## config.mk

```make
export PLATFORM = sky130hd
export DESIGN_NAME = uart_tx_arbiter
export DESIGN_NICKNAME = d
export VERILOG_FILES = /design/src/rtl/uart_pkg.sv /design/src/rtl/uart_tx_shifter.sv /design/src/rtl/uart_tx_arbiter.sv
export SDC_FILE = /design/constraint.sdc
export NUM_CORES = 1
export LEC_CHECK = 0
export CORE_AREA = 2 2 70 72
export CTS_BUF_LIST = sky130_fd_sc_hd__clkbuf_8
export DETAILED_ROUTE_END_ITERATION = 16
export DIE_AREA = 0 0 72 74
export PLACE_DENSITY = 0.85
export REMOVE_ABC_BUFFERS = 1
export SETUP_SLACK_MARGIN = 0.4
export SLEW_MARGIN = 40
export SYNTH_ARGS = -nofsm -noshare
export SYNTH_HDL_FRONTEND = slang
export SYNTH_SLANG_ARGS = --single-unit
export TNS_END_PERCENT = 20
```

## constraint.sdc

```tcl
create_clock -name osc_clk -period 4.4 [get_ports osc_clk]
set_clock_uncertainty 0.2 [all_clocks]
set_input_delay 0.88 -clock osc_clk [delete_from_list [all_inputs] [get_ports osc_clk]]
set_output_delay 0.88 -clock osc_clk [all_outputs]
set_load 0.02 [all_outputs]
```

## src/rtl/uart_pkg.sv

```systemverilog
// Shared UART transmit types, frame constants and a width helper.
package uart_pkg;

    typedef enum logic [1:0] {
        IDLE,
        START,
        DATA,
        STOP
    } uart_tx_state_t;

    localparam int UART_DATA_BITS  = 8;
    localparam int UART_FRAME_BITS = 10;

    // Bits needed to index 0..value-1; never returns less than 1.
    function automatic int clog2(input int value);
        int w;
        w = 1;
        while ((1 << w) < value) begin
            w++;
        end
        return w;
    endfunction

endpackage

```

## src/rtl/uart_tx_shifter.sv

```systemverilog
// Serialises one byte as 8N1: START, 8 data bits LSB first, STOP.
// Latency: txd falls at the edge that samples start; frame lasts 10*BAUD_DIV cycles.
// Backpressure: start is honoured only in IDLE; busy covers START through STOP.
module uart_tx_shifter
    import uart_pkg::*;
#(
    parameter int BAUD_DIV = 108
) (
    input  logic                      osc_clk,
    input  logic                      osc_reset,
    input  logic                      start,
    input  logic [UART_DATA_BITS-1:0] data,
    output logic                      busy,
    output logic                      done,
    output logic                      txd
);

    localparam int CW = clog2(BAUD_DIV);
    localparam int IW = clog2(UART_FRAME_BITS - 2);
    localparam logic [CW-1:0] BAUD_LOAD = CW'(BAUD_DIV - 1);
    localparam logic [IW-1:0] LAST_IDX  = IW'(UART_DATA_BITS - 1);

    uart_tx_state_t            state_q, state_d;
    logic [CW-1:0]             cnt_q, cnt_d;
    logic [IW-1:0]             idx_q, idx_d;
    logic [UART_DATA_BITS-1:0] shreg_q, shreg_d;
    logic                      txd_q, txd_d;
    logic                      bit_end;

    assign bit_end = (cnt_q == '0);
    assign busy    = (state_q != IDLE);
    assign done    = (state_q == STOP) && bit_end;
    assign txd     = txd_q;

    always_ff @(posedge osc_clk) begin
        if (osc_reset) begin
            state_q <= IDLE;
            cnt_q   <= '0;
            idx_q   <= '0;
            shreg_q <= '0;
            txd_q   <= 1'b1;
        end else begin
            state_q <= state_d;
            cnt_q   <= cnt_d;
            idx_q   <= idx_d;
            shreg_q <= shreg_d;
            txd_q   <= txd_d;
        end
    end

    // txd is registered, so each branch sets the level for the next bit slot.
    always_comb begin
        state_d = state_q;
        cnt_d   = cnt_q;
        idx_d   = idx_q;
        shreg_d = shreg_q;
        txd_d   = txd_q;
        case (state_q)
            IDLE: begin
                txd_d = 1'b1;
                if (start) begin
                    state_d = START;
                    cnt_d   = BAUD_LOAD;
                    shreg_d = data;
                    txd_d   = 1'b0;
                end
            end
            START: begin
                if (bit_end) begin
                    state_d = DATA;
                    cnt_d   = BAUD_LOAD;
                    idx_d   = '0;
                    txd_d   = shreg_q[0];
                end else begin
                    cnt_d = cnt_q - 1'b1;
                end
            end
            DATA: begin
                if (bit_end) begin
                    cnt_d = BAUD_LOAD;
                    if (idx_q == LAST_IDX) begin
                        state_d = STOP;
                        txd_d   = 1'b1;
                    end else begin
                        idx_d = idx_q + 1'b1;
                        txd_d = shreg_q[idx_q + 1'b1];
                    end
                end else begin
                    cnt_d = cnt_q - 1'b1;
                end
            end
            STOP: begin
                if (bit_end) begin
                    state_d = IDLE;
                end else begin
                    cnt_d = cnt_q - 1'b1;
                end
            end
            default: begin
                state_d = IDLE;
                txd_d   = 1'b1;
            end
        endcase
    end

endmodule

```

## src/rtl/uart_tx_arbiter.sv

```systemverilog
// Round-robin arbiter with packet locking in front of a single 8N1 transmitter.
// Latency: byte accepted in cycle N drives the start bit from N+1; one IDLE cycle between frames.
// Backpressure: req_ready is a one-cycle strobe, only while the transmitter is idle.
module uart_tx_arbiter
    import uart_pkg::*;
#(
    parameter int NR_REQ       = 3,
    parameter int BAUD_DIV     = 108,
    parameter int LOCK_TIMEOUT = 4096
) (
    input  logic                      osc_clk,
    input  logic                      osc_reset,
    input  logic [NR_REQ-1:0]         req_valid,
    input  logic [8*NR_REQ-1:0]       req_data,
    input  logic [NR_REQ-1:0]         req_last,
    output logic [NR_REQ-1:0]         req_ready,
    output logic                      uart_txd,
    output logic                      busy,
    output logic [clog2(NR_REQ)-1:0]  grant_id,
    output logic                      locked
);

    localparam int GW = clog2(NR_REQ);
    localparam int TW = clog2(LOCK_TIMEOUT);
    localparam logic [GW-1:0] LAST_REQ = GW'(NR_REQ - 1);
    localparam logic [TW-1:0] TO_LAST  = TW'(LOCK_TIMEOUT - 1);

    logic [GW-1:0] rr_ptr;
    logic [GW-1:0] win;
    logic [TW-1:0] lock_cnt;
    logic [7:0]    win_data;
    logic          have;
    logic          accept;
    logic          tx_done;
    logic          lock_wait;
    logic          timeout_fire;

    function automatic logic [GW-1:0] next_idx(input logic [GW-1:0] i);
        return (i == LAST_REQ) ? '0 : i + 1'b1;
    endfunction

    // While locked only the current grantee is eligible; otherwise first valid from rr_ptr.
    always_comb begin
        int j;
        j    = 0;
        win  = grant_id;
        have = 1'b0;
        if (locked) begin
            have = req_valid[grant_id];
        end else begin
            for (int k = 0; k < NR_REQ; k++) begin
                j = int'(rr_ptr) + k;
                if (j >= NR_REQ) begin
                    j = j - NR_REQ;
                end
                if (!have && req_valid[j]) begin
                    have = 1'b1;
                    win  = GW'(j);
                end
            end
        end
    end

    assign accept       = have && !busy && !osc_reset;
    assign win_data     = req_data[8*win +: 8];
    assign lock_wait    = !busy && locked && !req_valid[grant_id];
    assign timeout_fire = (LOCK_TIMEOUT != 0) && lock_wait && (lock_cnt == TO_LAST);

    always_comb begin
        req_ready = '0;
        if (accept) begin
            req_ready[win] = 1'b1;
        end
    end

    always_ff @(posedge osc_clk) begin
        if (osc_reset) begin
            grant_id <= '0;
            locked   <= 1'b0;
            rr_ptr   <= '0;
            lock_cnt <= '0;
        end else begin
            if (accept) begin
                grant_id <= win;
                locked   <= !req_last[win];
                if (req_last[win]) begin
                    rr_ptr <= next_idx(win);
                end
            end else if (timeout_fire) begin
                locked <= 1'b0;
                rr_ptr <= next_idx(grant_id);
            end
            // The idle window restarts at each accept and each frame end.
            if (accept || timeout_fire || tx_done) begin
                lock_cnt <= '0;
            end else if (lock_wait) begin
                lock_cnt <= lock_cnt + 1'b1;
            end
        end
    end

    uart_tx_shifter #(
        .BAUD_DIV (BAUD_DIV)
    ) u_shifter (
        .osc_clk   (osc_clk),
        .osc_reset (osc_reset),
        .start     (accept),
        .data      (win_data),
        .busy      (busy),
        .done      (tx_done),
        .txd       (uart_txd)
    );

endmodule

```

==> impl_summary.txt, run 1 <==
----------------------------------------------------
[Status]
  Run status ... completed

[Synthesis]
  Part of the Yosys area used for sequential elements ... 28.72%
  Dominant cells by area after synthesis ... dfxtp_1 (29%), ha_1 (5.7%), nor2_1 (5.5%)
  Post-synthesis share of cell area spent on full adders, half adders and majority gates ... between 5 and 6%
  Gate count after technology mapping ... about 320
  Largest family of logic cells by synthesized area ... simple AND/OR/NAND/NOR gates
  Area of the mapped netlist ... roughly 0.0026 mm2
  Post-synthesis compound-gate area fraction ... between 20% and 30%
  Library cells used by synthesis ... 66
  Ys async rst share ... 0%
  Mean instance size in the synthesized netlist ... 8.409 um2
  Area share of and/or/nand/nor cells after synthesis ... about a quarter
  Post-Synth XOR/XNOR Area ... between 3 and 4%
  Synthesis warning total ... 0
  Share of the synthesized area in the top cell type ... between 20% and 30%
  Flop and latch count out of synthesis ... 38
  Number of enable-type register cells in the synthesized netlist ... 0
  Multiplexer area fraction after synthesis ... roughly a tenth
  Prevailing post-synth register cell ... dfxtp_1
  Cell taking the most area after synthesis ... dfxtp_1

[Timing]
  Transition time of the tightest slew-check pin ... 0.6411 ns
  Worst slew margin relative to its limit ... ~57%
  Achievable frequency ... between 200 and 300 MHz
  Final-report setup violation count ... 0
  Clock period minus final worst setup slack ... 3.992 ns
  Total Neg Setup Slack ... 0 ns
  Hold Violations, Final ... 0
  Unrepaired setup endpoints after global routing ... true
  Fin. max-slew vios ... 0
  Part of the cycle the worst path needs ... between 90% and 100%

[Route]
  Routed wire per std cell ... roughly 16 um
  Iter 0 DRT Violations ... roughly 140
  Count of TritonRoute iterations in the first routing pass ... 7
  Drt via density ... 6.063
  Final Routed Wirelength ... about 6600 um
  Remaining DRCs ... 0
  Routed vias ... around 2.5k
  Residual antenna-violating net count after detailed routing ... 0

[Power and ir drop]
  Cell-internal power ... 1.127 mW
  Net switching power ... about 0.9 mW
  Worst vdd rail ir drop ... a little over 300 uV
  Switching part of the total ... roughly 45%
  Part of the total power dissipated in the clock network ... between 10% and 20%
  Fraction of power consumed by sequential logic ... between 20% and 30%
  Total power per unit cell area ... between 600 and 700 mW/mm2
  Leakage Power ... 1.289 nW
  Relative contribution of combinational cells to total power ... between 60 and 70%

[GRT]
  Via count of the first global-routing pass ... 2475
  Global Route Usage Sum ... around 26%
  Wire length of the first global-routing pass ... around 11000 um
  Grt ovf ... 0
  Number of antenna violations at the first check in global routing ... 0
  Largest net degree at the start of global routing ... 19

[Worst setup path]
  Critical path's largest stage delay ... roughly 0.54 ns
  Top cell by count, worst path ... and2_1
  Type of the worst setup path ... input port to output port
  Buffers and inverters on the worst path ... 3
  Critical-path cell list ... clkdlybuf4s50_1, buf_4, nor4bb_1, or4b_4, o32ai_4, and2_1, and2_1, clkdlybuf4s15_2
  Crit path arrival time ... around 2.9 ns
  Worst-path fanout max ... 5
  Required time of the critical path ... between 3 and 4 ns
  Cell family with most CP delay ... simple AND/OR/NAND/NOR gates
  Startpoint types ... input port
  Slowest library cell on the worst path ... or4b_4
  Kind of end point of the critical path ... output port

[Floorplanning]
  Initial core utilization ... about 58%
  Std-Cell Rows ... 25
  Floorplan die area ... around 0.0053 mm2
  Area of the core ... between 0.004 and 0.005 mm2
  Die Width ... between 70 and 80 um
  Die span in y ... approximately 74 um
  Number of top-level pins ... 40

[Final layout]
  Commonest non-fill, non-tap cell in the layout ... nor2_1
  Number of inserted diodes ... 0
  Layout cells sized above 1 ... ~15%
  Number of nets in the finished design ... between 400 and 500
  Post-Layout Inst Area ... between 0.003 and 0.004 mm2
  Commonest cells after routing, fill and taps aside ... nor2_1 (39), dfxtp_1 (38), clkdlybuf4s50_1 (34)
  Filler Cell Count ... between 300 and 400
  Area delta synth->final ... 22.72%

[Clocking]
  Clk sink count ... 38
  Clk slew on worst S/H paths ... around 0.070 ns
  Number of H-tree branching levels ... 2
  Clock latency of the later-clocked register in the worst-skew pair ... 0.29 ns
  Number of buffers on the longest clock path ... 2
  TritonCTS clock tree ... done
  Clock tree root buffer cell ... clkbuf_8
  Total CTS buffers ... 5

[Run]
  Max Cap Viol ... 0

[Worst hold path]
  Min-Delay Path Class ... flip-flop to flip-flop

[Placed design]
  Detail Placement HPWL ... 4818 um
  Instance area at placement ... around 0.0031 mm2
  Placer Congestion ... 0.8507
  Number of port buffers ... 39

----------------------------------------------------
power by group through the flow:
stage                     Clock (mW)  Combinational (mW)  Sequential (mW)
final                          0.234                1.29            0.522
after global placement             0                1.19            0.520
after detailed placement           0                1.23            0.522
after floorplan                    0               0.863            0.513
after CTS                      0.238                1.26            0.519
after global routing           0.248                1.42            0.533
layer usage:
| metal | track usage [%] | up-vias | wire [um] |
|---|---|---|---|
| met4 | 9.644 | 0 | 145 |
| met1 | 30.44 | 1178 | 2806 |
| met3 | 5.420 | 21 | 385 |
| li1 | - | 1246 | - |
| met5 | 0 | - | 0 |
| met2 | 45.58 | 77 | 3238 |
tightest hold or removal path, delay by kind of cell, from the launching register on:
kind	cells	cell delay, ns
AO/OA/AOI/OAI	2	0.11
flip-flops	1	0.33
worst paths after layout:
| path | from | to | slack, ns | depth (start not counted) |
|---|---|---|---|---|
| min | u_shifter.txd | u_shifter.txd | 0.28 | 2 |
| min reg2reg | u_shifter.txd | u_shifter.txd | 0.28 | 2 |
| max reg2reg | rr_ptr[0] | rr_ptr[0] | 1.24 | 11 |
| max | req_valid[1] | req_ready[2] | 0.41 | 8 |
cells by family after synthesis:
group / Yosys count
AND/OR/NAND/NOR: 125
AO/OA/AOI/OAI: 77
flip-flops: 38
buffers and inverters: 28
multiplexers: 24
adder cells (fa/ha/maj): 12
XOR/XNOR: 11
final cells by class:
class	count	area, um2	share of cell area (%)
flip-flops and latches	38	760.7	23.40
well taps	54	67.56	2.079
multi-input cells	249	1772	54.50
repair buffers	57	523.0	16.09
clock buffers	6	82.58	2.540
inverters	12	45.04	1.386
flip-flops by register name, indices dropped and copies added (netlist names):
register           count
rr_ptr                 2
locked                 1
u_shifter.state_q      2
u_shifter.idx_q        3
u_shifter.txd          1
u_shifter.shreg_q      8
grant_id               2
lock_cnt              12
u_shifter.cnt_q        7
stage by stage:
| step | setup slack (ns) | hold WS, ns | total power [mW] | utilization [%] | std cells |
|---|---|---|---|---|---|
| 2_1_floorplan | 0.9612 | 0.2356 | 1.376 | - | 299 |
| 3_3_place_gp | 0.04184 | 0.2463 | 1.708 | 68.03 | 406 |
| 3_5_place_dp | 0.002319 | 0.2614 | 1.749 | 68.03 | 406 |
| 4_1_cts | 0.3741 | 0.2824 | 2.014 | 70.20 | 413 |
| 5_1_grt | 0.2869 | 0.3057 | 2.197 | 70.69 | 416 |
| 6_report | 0.4080 | 0.2765 | 2.045 | 70.69 | 416 |
Yosys cell counts, types with 3 or more instances:
cell type and number:
nor2_1 39, dfxtp_1 38, nand2_1 28, o21ai_0 15, a21oi_1 14, a22oi_1 12, ha_1 12, mux2_2 12
inv_1 11, mux2i_1 10, nand3_1 10, xor2_1 8, buf_2 7, nor3_1 7, clkbuf_1 6, a211oi_1 5
nand4_1 5, a21o_1 4, nor2b_1 4, nor4bb_1 3, o21bai_1 3, xnor2_1 3
repair_timing:
action	in CTS	in global routing
pin swaps	1	3
hold buffers	0	0
resized for setup	8	4
buffers inserted	1	3
endpoints found under the setup margin	3	3
hold endpoints to repair	0	0
Power figures use the tool's default switching activity.
==> run 2, diff against run 1 <==
- CORE_AREA: 2 2 70 72 -> 2 2 71 73
- CTS_BUF_LIST: sky130_fd_sc_hd__clkbuf_8 -> not set
- DIE_AREA: 0 0 72 74 -> 0 0 73 75
- GPL_TIMING_DRIVEN: not set -> 0
- PLACE_DENSITY: 0.85 -> 0.83
==> run 2 against run 1 <==
Net effect: critical path depth decreased by 1; sequential power about the same; worst hold slack worse by 0.0091 ns; clock power grew 24%; final area down 2.7%; count of clock-buffer cells in the layout increased by 1; flip-flop and latch count stayed put; final cell count fell by 3.1%; via count fell by 3.9%; routed wire length fell by 5.0%.
==> impl_summary.txt, run 2 (same netlist as run 1, synthesis figures left out) <==
----------------------------------------------------
[Status]
  Run status ... completed

[GRT]
  Largest net degree at the start of global routing ... 20 (+1)
  Grt ovf ... 0 (unchanged)
  Number of antenna violations at the first check in global routing ... 0 (unchanged)
  Via count of the first global-routing pass ... 2331 (-5.8%)
  Global Route Usage Sum ... 23.64% (-1.9 points)
  Wire length of the first global-routing pass ... 10280 um (-6.0%)

[Final layout]
  Area delta synth->final ... 19.41%
  Layout cells sized above 1 ... 12.89% (-2.6 points)
  Register bank with the most flops ... lock_cnt
  Number of nets in the finished design ... 392 (-3.7%)
  Commonest cells after routing, fill and taps aside ... nor2_1 (39), dfxtp_1 (38), clkdlybuf4s50_1 (33)
  Largest registers ... lock_cnt (12), u_shifter.shreg_q (8), u_shifter.cnt_q (7)
  Number of inserted diodes ... 0 (unchanged)
  Count of placed standard cells in the final layout, fillers left out ... 403 (-3.1%)
  Combined flip-flop and latch cell area ... 760.7 um2 (unchanged)
  Commonest non-fill, non-tap cell in the layout ... nor2_1
  Post-Layout Inst Area ... 0.003163 mm2 (-2.7%)
  Max FFs per register ... 12 (unchanged)
  Filler Cell Count ... 386 (+15%)
  Multi-input combinational cell area ... 0.001794 mm2 (+1.3%)

[Clocking]
  Clk sink count ... 38 (unchanged)
  Clk slew on worst S/H paths ... 0.07 ns (about the same)
  Number of buffers on the longest clock path ... 2 (unchanged)
  Total CTS buffers ... 5 (unchanged)
  Clock tree root buffer cell ... clkbuf_8
  Clock latency of the later-clocked register in the worst-skew pair ... 0.29 ns (about the same)
  TritonCTS clock tree ... done
  Number of H-tree branching levels ... 2 (unchanged)

[Placed design]
  # placed instances ... 394 (-3.0%)
  Detail Placement HPWL ... 4483 um (-6.9%)
  Instance area at placement ... 0.003033 mm2 (-3.0%)
  Placer Congestion ... 0.8965 (+5.4%)
  Number of port buffers ... 39 (unchanged)
  Pre-CTS worst setup slack ... -0.3892 ns (-0.3915 ns)

[Power and ir drop]
  Net switching power ... 0.8924 mW (-2.8%)
  Part of the total power dissipated in the clock network ... 14.3% (+2.8 points)
  Worst vdd rail ir drop ... 306.0 uV (about the same)
  Switching part of the total ... 43.93% (-0.96 points)
  Total power consumption of the routed design ... 2.031 mW (-0.65%)
  Relative contribution of combinational cells to total power ... 60.2% (-2.8 points)
  Fraction of power consumed by sequential logic ... 25.6% (about the same)
  Leakage Power ... 1.237 nW (-4.0%)
  Cell-internal power ... 1.139 mW (+1.1%)
  Total power per unit cell area ... 642.2 mW/mm2 (+2.1%)

[Worst setup path]
  Crit path arrival time ... 2.95 ns (+0.04 ns)
  Start point of the critical path ... req_valid[2]
  Required time of the critical path ... 3.32 ns (about the same)
  Worst-path fanout max ... 15 (+10)
  Type of the worst setup path ... input port to output port
  Startpoint of the worst register-to-register path ... rr_ptr[1]
  Kind of end point of the critical path ... output port
  Startpoint types ... input port

[Timing]
  Worst slew margin relative to its limit ... 52.48% (-4.4 points)
  Hold Violations, Final ... 0 (unchanged)
  Clock period minus final worst setup slack ... 4.025 ns (+0.03313 ns)
  Unrepaired setup endpoints after global routing ... true
  Worst Setup Slack, final ... 0.3749 ns (-0.03313 ns)
  Final-report setup violation count ... 0 (unchanged)
  Fin. max-slew vios ... 0 (unchanged)
  Part of the cycle the worst path needs ... 91.48% (+0.75 points)
  Transition time of the tightest slew-check pin ... 0.7062 ns (+0.06508 ns)
  Achievable frequency ... 248.4 MHz (-0.82%)

[Floorplanning]
  Std-Cell Rows ... 25 (unchanged)
  Die Width ... 73 um (+1.4%)
  Die span in y ... 75 um (+1.4%)
  Number of top-level pins ... 40 (unchanged)
  Area of the core ... 0.004661 mm2 (+1.4%)
  Initial core utilization ... 56.83% (-0.77 points)
  Floorplan die area ... 0.005475 mm2 (+2.8%)

[Worst hold path]
  Min-Delay Path Class ... flip-flop to flip-flop
  Beginning of the worst hold path ... u_shifter.txd

[Run]
  Max Cap Viol ... 0 (unchanged)

[Route]
  Residual antenna-violating net count after detailed routing ... 0 (unchanged)
  Routed wire per std cell ... 15.50 um (-1.9%)
  Count of TritonRoute iterations in the first routing pass ... 4 (-3)
  Remaining DRCs ... 0 (unchanged)
  Drt via density ... 6.012 (-0.83%)
  Final Routed Wirelength ... 6247 um (-5.0%)
  Iter 0 DRT Violations ... 155 (+12%)
  Routed vias ... 2423 (-3.9%)

----------------------------------------------------
[run 2: changes by cell type in the layout (fill, tap and decap cells not counted), sizes merged]
| cell | previous run | this run |
|---|---|---|
| clkbuf | 7 | 8 |
| clkdlybuf4s15 | 2 | 0 |
| buf | 18 | 6 |
| bufinv | 0 | 1 |
| clkdlybuf4s50 | 34 | 33 |
[run 2: cell type report]
class,instances,area share (%)
Inverter,12,1.424
Clock buffer,7,2.413
Clock inverter,1,0.9494
Timing Repair Buffer,42,12.30
Tap cell,54,2.136
Multi-Input combinational cell,249,56.72
Sequential cell,38,24.05
[run 2: power by group through the flow]
stage,clock (mW),combinational (mW),sequential [mW]
global placement,0,1.12,0.518
floorplan,0,0.863,0.513
detailed placement,0,1.15,0.523
CTS,0.293,1.18,0.516
global route,0.304,1.35,0.530
finish,0.290,1.22,0.519
[run 2: path summary, 6_finish.rpt]
check,endpoint,slack (ns),cells past startpoint
max reg2reg,u_shifter.shreg_q[0],1.45,11
min,u_shifter.txd,0.27,2
min reg2reg,u_shifter.txd,0.27,2
max,req_ready[0],0.37,7
[run 2: worst max-delay path, stage by stage]
cell and delay (ns):
buf_2 0.25, nor4bb_1 0.12, or4b_4 0.54, o32ai_4 0.19, nand2_4 0.21, nor2_1 0.14
clkdlybuf4s50_1 0.61
[run 2: through the flow]
stage / utilization, % / TNS [ns] / hold WS [ns]
floorplan: - / 0 / 0.2356
global placement: 64.86 / -1.416 / 0.2452
detailed placement: 65.07 / -1.082 / 0.2586
CTS: 67.49 / 0 / 0.2689
global route: 67.87 / 0 / 0.2987
finish: 67.87 / 0 / 0.2674
[run 2: timing repair]
| item | 4_1_cts | 5_1_grt |
|---|---|---|
| endpoints found under the setup margin | 3 | 3 |
| setup buffers | 1 | 0 |
| hold buffers | 0 | 0 |
| resized for setup | 15 | 12 |
| pin swaps | 1 | 0 |
[run 2: layer usage]
layer	vias up	part of all wire (%)	track usage (%)	wire, um
met1	1126	44	27.71	2731
met4	0	1.4	8.025	86
met5	-	0	0	0
met3	9	5.2	4.284	325
met2	72	50	43.34	3104
li1	1216	-	-	-
